[src/rtl/icu_sequencer.sv]
// icu_sequencer: program sequencer for the 1-bit ICU.
// Holds the program counter, fetches words from a combinational program ROM,
// resolves flow control (JMP/RTN/SKZ/CALL) locally and forwards data opcodes
// plus their operand to the ICU one cycle after the fetch.
//
// Ports:
//   clk, rst        rising-edge clock, asynchronous active-high reset
//   start           level; begins execution from IDLE, returns HALT to IDLE when low
//   prog_addr       ROM address (= pc)
//   prog_data       {opcode[3:0], operand[ADDR_W-1:0]} for prog_addr, same cycle
//   I, io_addr      registered opcode / operand to the ICU (I=0 outside data ops)
//   result          ICU result register, sampled by SKZ
//   running, halted state flags
//   err             sticky stack overflow/underflow, cleared only by rst
module icu_sequencer #(
    parameter int ADDR_W      = 8,
    parameter int STACK_DEPTH = 4
) (
    input  logic              clk,
    input  logic              rst,
    input  logic              start,
    output logic [ADDR_W-1:0] prog_addr,
    input  logic [ADDR_W+3:0] prog_data,
    output logic [3:0]        I,
    output logic [ADDR_W-1:0] io_addr,
    input  logic              result,
    output logic              running,
    output logic              halted,
    output logic              err
);

    // sp counts 0..STACK_DEPTH inclusive, so it needs one bit above the index
    localparam int SP_W = $clog2(STACK_DEPTH) + 1;

    typedef enum logic [1:0] {IDLE, RUN, HALT} state_t;

    state_t            state, state_d;
    logic [ADDR_W-1:0] pc, pc_d, pc_inc, io_d;
    logic [SP_W-1:0]   sp, sp_d, sp_m1;
    logic              skip, skip_d, err_d, push, full;
    logic [3:0]        i_d;
    logic [3:0]        op;
    logic [ADDR_W-1:0] opr;
    logic [ADDR_W-1:0] stack [STACK_DEPTH];

    assign op        = prog_data[ADDR_W+3:ADDR_W];
    assign opr       = prog_data[ADDR_W-1:0];
    assign pc_inc    = pc + 1'b1;          // wraps modulo 2^ADDR_W
    assign sp_m1     = sp - 1'b1;
    assign full      = (sp == SP_W'(STACK_DEPTH));
    assign prog_addr = pc;
    assign running   = (state == RUN);
    assign halted    = (state == HALT);

    always_comb begin
        state_d = state;
        pc_d    = pc;
        sp_d    = sp;
        skip_d  = skip;
        err_d   = err;
        i_d     = 4'h0;
        io_d    = io_addr;   // operand only refreshed by data opcodes
        push    = 1'b0;
        case (state)
            IDLE: if (start) state_d = RUN;
            RUN: begin
                if (skip) begin
                    // discarded word: no flow control, no stack effect
                    pc_d   = pc_inc;
                    skip_d = 1'b0;
                end else begin
                    case (op)
                        4'hC: begin
                            pc_d = opr;
                            if (opr == pc) state_d = HALT;   // self-loop terminates the program
                        end
                        4'hD: begin
                            if (sp != '0) begin
                                sp_d = sp_m1;
                                pc_d = stack[sp_m1[SP_W-2:0]];
                            end else begin
                                err_d   = 1'b1;
                                state_d = HALT;
                            end
                        end
                        4'hE: begin
                            skip_d = ~result;
                            pc_d   = pc_inc;
                        end
                        4'hF: begin
                            if (!full) begin
                                push = 1'b1;
                                sp_d = sp + 1'b1;
                                pc_d = opr;
                            end else begin
                                err_d   = 1'b1;
                                state_d = HALT;
                            end
                        end
                        default: begin
                            i_d  = op;
                            io_d = opr;
                            pc_d = pc_inc;
                        end
                    endcase
                end
            end
            HALT: begin
                if (!start) begin
                    state_d = IDLE;
                    pc_d    = '0;
                end
            end
            default: state_d = IDLE;
        endcase
    end

    always_ff @(posedge clk or posedge rst) begin
        if (rst) begin
            state   <= IDLE;
            pc      <= '0;
            sp      <= '0;
            skip    <= 1'b0;
            err     <= 1'b0;
            I       <= 4'h0;
            io_addr <= '0;
        end else begin
            state   <= state_d;
            pc      <= pc_d;
            sp      <= sp_d;
            skip    <= skip_d;
            err     <= err_d;
            I       <= i_d;
            io_addr <= io_d;
        end
    end

    // Stack contents need no reset; emptiness is tracked by sp alone.
    always_ff @(posedge clk) begin
        if (push) stack[sp[SP_W-2:0]] <= pc_inc;
    end

endmodule

[config.mk]
export PLATFORM = sky130hd
export DESIGN_NAME = icu_sequencer
export DESIGN_NICKNAME = d
export VERILOG_FILES = /design/src/rtl/icu_sequencer.sv
export SDC_FILE = /design/constraint.sdc
export NUM_CORES = 1
export LEC_CHECK = 0
export BUFFER_PORTS_ARGS = -buffer_cell sky130_fd_sc_hd__buf_4
export CAP_MARGIN = 25
export CORE_MARGIN = 2
export CORE_UTILIZATION = 57
export DETAILED_ROUTE_END_ITERATION = 10
export GPL_TIMING_DRIVEN = 1
export HOLD_SLACK_MARGIN = 0.15
export PLACE_DENSITY = 0.9
export SYNTH_ARGS = -nofsm -noshare
export SYNTH_HDL_FRONTEND = slang
export SYNTH_SLANG_ARGS = --single-unit
[constraint.sdc]
create_clock -name clk -period 2.7 [get_ports clk]
set_clock_uncertainty 0.2 [all_clocks]
set_input_delay 0.81 -clock clk [delete_from_list [all_inputs] [get_ports clk]]
set_output_delay 0.81 -clock clk [all_outputs]
set_load 0.01 [all_outputs]
==> flow_summary.yaml, run 1 <==
route:
  drtIter0Drc: 265
  vias: 2081
  drtPass1Iterations: 6
  routed_wl_microns: 6392
  route.detailed.drc: 0
  postRouteAntennaNets: 0
  vias_per_cell: 5.765
  wl_per_cell_microns: 17.71
global_route:
  grtUsageMet2: 0.3990
  grt_use_met1: 0.3227
  grt_util_all_layers: 0.2526
  antenna_found_initial: 0
  grt_pass1_wl_microns: 10090
  grt_max_degree: 28
  grt_pass1_vias: 2056
  busiest_layer: "met2"
  grt_use_met3: 0.06349
  overflow: 0
synth:
  ys_warn_count: 0
  synth_flop_cell: "edfxtp_1"
  syn_area_sq_um: 2922
  syn_inst: 244
  synth-edff-count: 32
  synth_area_per_cell_sq_um: 11.97
  syn-num-nets: 266
  synthArstFlopShare: 0.4576
  ys_seq_elements: 59
  synth.area.top_cells: "edfxtp_1 (33%), dfrtp_1 (23%), nand2_1 (4.9%)"
  synth_cell_types: 48
  yosys.area.top_type_share: 0.3289
  synth_top_cell_by_area: "edfxtp_1"
  ys_seq_area_frac: 0.5602
layout:
  seq_area_sq_um: 1637
  multiInputGateArea_sq_um: 1196
  design_area_sq_um: 3493
  antenna_cells: 0
  layout-drive-gt1-share: 0.2337
  fillerInstances: 355
  fin_nets: 308
  layout-area-overhead-vs-synth_pct: 19.57
pwr:
  totalPowerFinal_mw: 3.612
  p_leak_nw: 1.468
  powerDensity_nw_per_um2: 1034
  irDropWorstVdd_mv: 0.5332
critical_path:
  slowest_stage: "ha_1"
  r2r_cells: 7
  crit_type: "reg -> reg"
  path_cells: "inv_1 > ha_1 > buf_4 > mux4_1 > mux2i_1 > a21oi_1 > a32o_1"
  cp_data_arrival_time_ns: 2.32
  rrSetupSlack_ns: 0.41
  regToRegStartpoint: "sp[1]"
  crit_path_max_fanout: 11
  required_ns: 2.73
  cp-end-kind: "flop"
  worstSetupStartpointType: "flop"
  crit-reg2reg-capture: "prog_addr[3]"
  slowest_delay_ns: 0.50
min_path:
  hold_depth: 2
  worstHoldPathType: "reg -> reg"
  min_from: "io_addr[0]"
  hold_end: "io_addr[0]"
placement:
  place_area_sq_um: 3277
  gp_congestion: 0.8424
  dpl.hpwl_microns: 4549
  portBuffers: 38
  place_ws_ns: 0.1221
clock_tree:
  cts_made_buffers: 9
  clock-sinks: 59
  cts_tree: "yes"
  hold_buffers: 0
  path_clk_slew_ns: 0.07
  clockBufferDepth: 2
  cts_resized: 0
  clock_latency_ns: 0.35
  root_buffer: "clkbuf_8"
  post_cts_buffers: 0
  cts_max_level: 3
timing:
  timing.slew.headroom: 0.6010
  setup_viol: 0
  rsz0062_at_grt: "false"
  hold_violations: 0
  setup_tns_ns: 0
  fin_crit_sh: 0.8474
  max_freq_mhz: 437.1
  fin_crit_ns: 2.288
  report.final.slew_viol_count: 0
  fin_ws_ns: 0.4120
  tightest_slew_ns: 0.5985
job:
  cap_violations: 0
floorplanning:
  start_util: 0.5832
  core_area_sq_um: 5010
  dieArea_sq_um: 5714
  rows: 26
  die_h_microns: 75.59
  dieWidth_microns: 75.59
  ioPinCount: 39
outcome:
  status: "finished clean"
[per-stage QoR]
step / util / cells / hold WS (ns)
after global routing: 0.6973 / 361 / 0.3048
after CTS: 0.6973 / 361 / 0.2788
final: 0.6973 / 361 / 0.2754
after floorplan: - / 244 / 0.2815
after global placement: 0.6541 / 345 / 0.2605
after detailed placement: 0.6541 / 345 / 0.2633
[metal layers]
layer / wire (microns) / up-vias
met3: 418 / 17
li1: - / 973
met5: 0 / -
met4: 173 / 0
met2: 3012 / 91
met1: 2788 / 1000
[worst max path at each step]
| stage | start | end | slack [ns] | cells after the start |
|---|---|---|---|---|
| floorplan | sp[0] | prog_addr[0] | 0.37 | 9 |
| global placement | prog_data[9] | prog_addr[6] | 0.19 | 5 |
| detailed placement | prog_data[11] | stack[3][6] | 0.12 | 5 |
| CTS | sp[1] | prog_addr[6] | 0.41 | 6 |
| global route | sp[1] | prog_addr[3] | 0.24 | 7 |
| finish | sp[1] | prog_addr[3] | 0.41 | 7 |
[cell type report]
type | count | share of cell area
Clock buffer | 9 | 0.03546
Clock inverter | 7 | 0.02650
Inverter | 7 | 0.007521
Multi-Input combinational cell | 165 | 0.3424
Sequential cell | 59 | 0.4685
Tap cell | 70 | 0.02507
Timing Repair Buffer | 44 | 0.09456
[cells by family after synthesis]
kind of cell | synth area share
compound gates | 0.1024
xor+xnor | 0.05096
fa+ha+maj | 0.02570
buf+inv | 0.03041
flops | 0.5602
mux | 0.07966
simple gates | 0.1508
[worst max-delay path: cells and delay by family, from the launching register on]
| kind | cells | cell delay (ns) |
|---|---|---|
| buf+inv | 2 | 0.32 |
| mux | 2 | 0.45 |
| compound gates | 2 | 0.32 |
| flops | 1 | 0.39 |
| fa+ha+maj | 1 | 0.50 |
[cells in the mapped netlist (2+ instances only)]
cell and count:
nand2_1 38, nor4_1 2, inv_1 7, nor2_1 8, and2_1 11, nor2b_1 4
mux2i_1 6, clkbuf_1 7, a31oi_1 2, nor3_1 4, ha_1 6, nand2b_1 3
mux2_2 4, buf_2 5, a32o_1 3, nand3b_1 2, o32ai_1 2, a21oi_1 6
dfrtp_1 27, xnor2_1 6, xor2_1 11, o21ai_0 6, o22a_1 2, mux4_1 4
a22o_1 5, nand3_1 6, edfxtp_1 32, a211oi_1 2, nand4_1 2, or3_1 3
[power by group]
part           total (mW)  internal (mW)  switching, mW
logic                1.33          0.632          0.699
clock network       0.877          0.515          0.361
registers            1.40           1.21          0.195
[registers in the layout (all words and copies together) (netlist names)]
signal / cells
I: 4
err: 1
io_addr: 8
prog_addr: 8
skip: 1
sp: 3
stack: 32
state: 2
[cell usage in the layout, fill, tap and decap left out, types with 4 or more instances in the layout]
cell / instances
a21oi_1: 6
xnor2_1: 6
nor2b_1: 4
nor3_1: 4
edfxtp_1: 32
mux4_1: 4
dfrtp_1: 27
ha_1: 6
nand3_1: 6
mux2i_1: 6
buf_4: 44
mux2_2: 4
o21ai_0: 6
xor2_1: 11
nor2_1: 8
inv_1: 7
and2_1: 11
clkbuf_8: 9
nand2_1: 38
a22o_1: 5
Power figures use the tool's default switching activity.
==> run 2, diff against run 1 <==
clock period = 2.3 ns   (was 2.7 ns; I/O delays follow)
==> run 2 against run 1 <==
Effect of this change:
- clock power rose by 3.9%
- utilization increased by 2.6 points
- largest cell class unchanged
- sequential power up 14%
==> flow_summary.yaml, run 2 (synthesized netlist as in run 1, its figures left out) <==
floorplanning:
  die_h_microns: 75.59
  dieArea_sq_um: 5714
  ioPinCount: 39
  rows: 26
  dieWidth_microns: 75.59
  core_area_sq_um: 5010
  start_util: 0.5832
placement:
  portBuffers: 38
  place_area_sq_um: 3427
  gp_congestion: 0.9699
  place_ws_ns: 0.002376
  dpl.hpwl_microns: 4963
pwr:
  power_frac_comb: 0.410
  switching_share: 0.3525
  internal_power_mw: 2.761
  p_leak_nw: 1.540
  share_seq_of_total_power: 0.376
  irDropWorstVdd_mv: 0.5425
  p_sw_mw: 1.503
  p_clk_frac: 0.214
  powerDensity_nw_per_um2: 1177
layout:
  design_area_sq_um: 3622
  antenna_cells: 0
  finish.utilization: 0.7230
  fin_nets: 323
  layout-area-overhead-vs-synth_pct: 23.98
  multiInputGateArea_sq_um: 1199
  layout-drive-gt1-share: 0.2778
  layout_commonest_cell: "buf_4"
  final_cell_mix: "buf_4 (56), nand2_1 (38), edfxtp_1 (32), dfrtp_1 (27)"
  seq_area_sq_um: 1637
  largest_reg_flops: 32
  fillerInstances: 354
critical_path:
  required_ns: 2.33
  endpoint: "prog_addr[2]"
  cp_data_arrival_time_ns: 2.20
  crit-reg2reg-capture: "prog_addr[2]"
  regToRegStartpoint: "sp[1]"
  r2r_cells: 7
  worstSetupStartpoint: "sp[1]"
  cp-end-kind: "flop"
  worstSetupStartpointType: "flop"
  rrSetupSlack_ns: 0.13
  crit_cells: 7
  slowest_delay_ns: 0.44
  path_cells: "inv_1 > ha_2 > buf_4 > mux4_1 > mux2i_1 > a21oi_1 > a22o_1"
  crit_type: "reg -> reg"
  cp_num_buf_inv: 2
  path_delay_family: "multiplexers"
  crit_path_max_fanout: 8
  slowest_stage: "ha_2"
clock_tree:
  clock_latency_ns: 0.34
  clock-sinks: 59
  post_cts_buffers: 0
  root_buffer: "clkbuf_8"
  path_clk_slew_ns: 0.07
  cts_max_level: 3
  clockBufferDepth: 2
  cts_made_buffers: 9
  cts_tree: "yes"
route:
  drtPass1Iterations: 4
  drtIter0Drc: 268
  routed_wl_microns: 6745
  postRouteAntennaNets: 0
  route.met3.wl_microns: 424
  m1WireLength_microns: 2861
  highest_layer: "met4"
  vias: 2178
  dr_wl_met2_microns: 3341
  route.detailed.drc: 0
  wl_per_cell_microns: 17.94
  vias_per_cell: 5.793
global_route:
  grt_util_all_layers: 0.2635
  grt_pass1_wl_microns: 10670
  overflow: 0
  antenna_found_initial: 0
  grt_max_degree: 28
  grt_pass1_vias: 2183
timing:
  setup_tns_ns: 0
  fin_ws_ns: 0.1268
  whs_ns: 0.2109
  setup_viol: 0
  max_freq_mhz: 460.2
  fin_crit_sh: 0.9449
  rsz0062_at_grt: "false"
  timing.slew.headroom: 0.6751
  hold_violations: 0
  fin_crit_ns: 2.173
  report.final.slew_viol_count: 0
  tightest_slew_ns: 0.4838
job:
  cap_violations: 0
min_path:
  worstHoldPathType: "in -> async"
outcome:
  status: "finished clean"
[run 2: what timing repair did]
action / 4_1_cts / 5_1_grt
gates resized for setup: 0 / 1
endpoints found under the setup margin: 0 / 4
hold buffers: 0 / 0
[run 2: final cells by class]
cell class | count | area share
Inverter | 7 | 0.007254
Sequential cell | 59 | 0.4518
Tap cell | 70 | 0.02418
Clock inverter | 7 | 0.01900
Clock buffer | 9 | 0.03420
Timing Repair Buffer | 59 | 0.1326
Multi-Input combinational cell | 165 | 0.3309
[run 2: power by group through the flow]
| stage | clock network, mW | registers, mW | logic, mW |
|---|---|---|---|
| 2_1_floorplan | 0 | 1.64 | 1.02 |
| 3_3_place_gp | 0 | 1.60 | 1.65 |
| 3_5_place_dp | 0 | 1.62 | 1.72 |
| 4_1_cts | 0.919 | 1.60 | 1.73 |
| 5_1_grt | 0.965 | 1.63 | 1.91 |
| 6_report | 0.911 | 1.60 | 1.75 |
[run 2: worst min-delay path by stage]
| stage | start | end | slack (ns) | cells past startpoint |
|---|---|---|---|---|
| final | rst | state[1] | 0.21 | 3 |
| after global routing | rst | io_addr[6] | 0.23 | 3 |
| after CTS | rst | io_addr[6] | 0.21 | 3 |
| after detailed placement | io_addr[2] | io_addr[2] | 0.28 | 2 |
| after global placement | io_addr[3] | io_addr[3] | 0.26 | 2 |
| after floorplan | sp[2] | sp[2] | 0.28 | 1 |
[run 2: stage by stage]
| step | total power, mW | instances |
|---|---|---|
| after floorplan | 2.658 | 244 |
| after global placement | 3.251 | 360 |
| after detailed placement | 3.333 | 360 |
| after CTS | 4.247 | 376 |
| after global routing | 4.502 | 376 |
| final | 4.263 | 376 |
[run 2: metal layers]
layer,GRT usage,vias to the layer above
met2,0.4309,95
li1,-,1002
met5,0,-
met4,0.1189,0
met1,0.3301,1069
met3,0.07011,12
[run 2: worst reg2reg max path: cells and delay by family (launching register included)]
kind,cells,cell delay (ns)
flops,1,0.37
fa+ha+maj,1,0.44
buf+inv,2,0.28
mux,2,0.46
compound gates,2,0.32
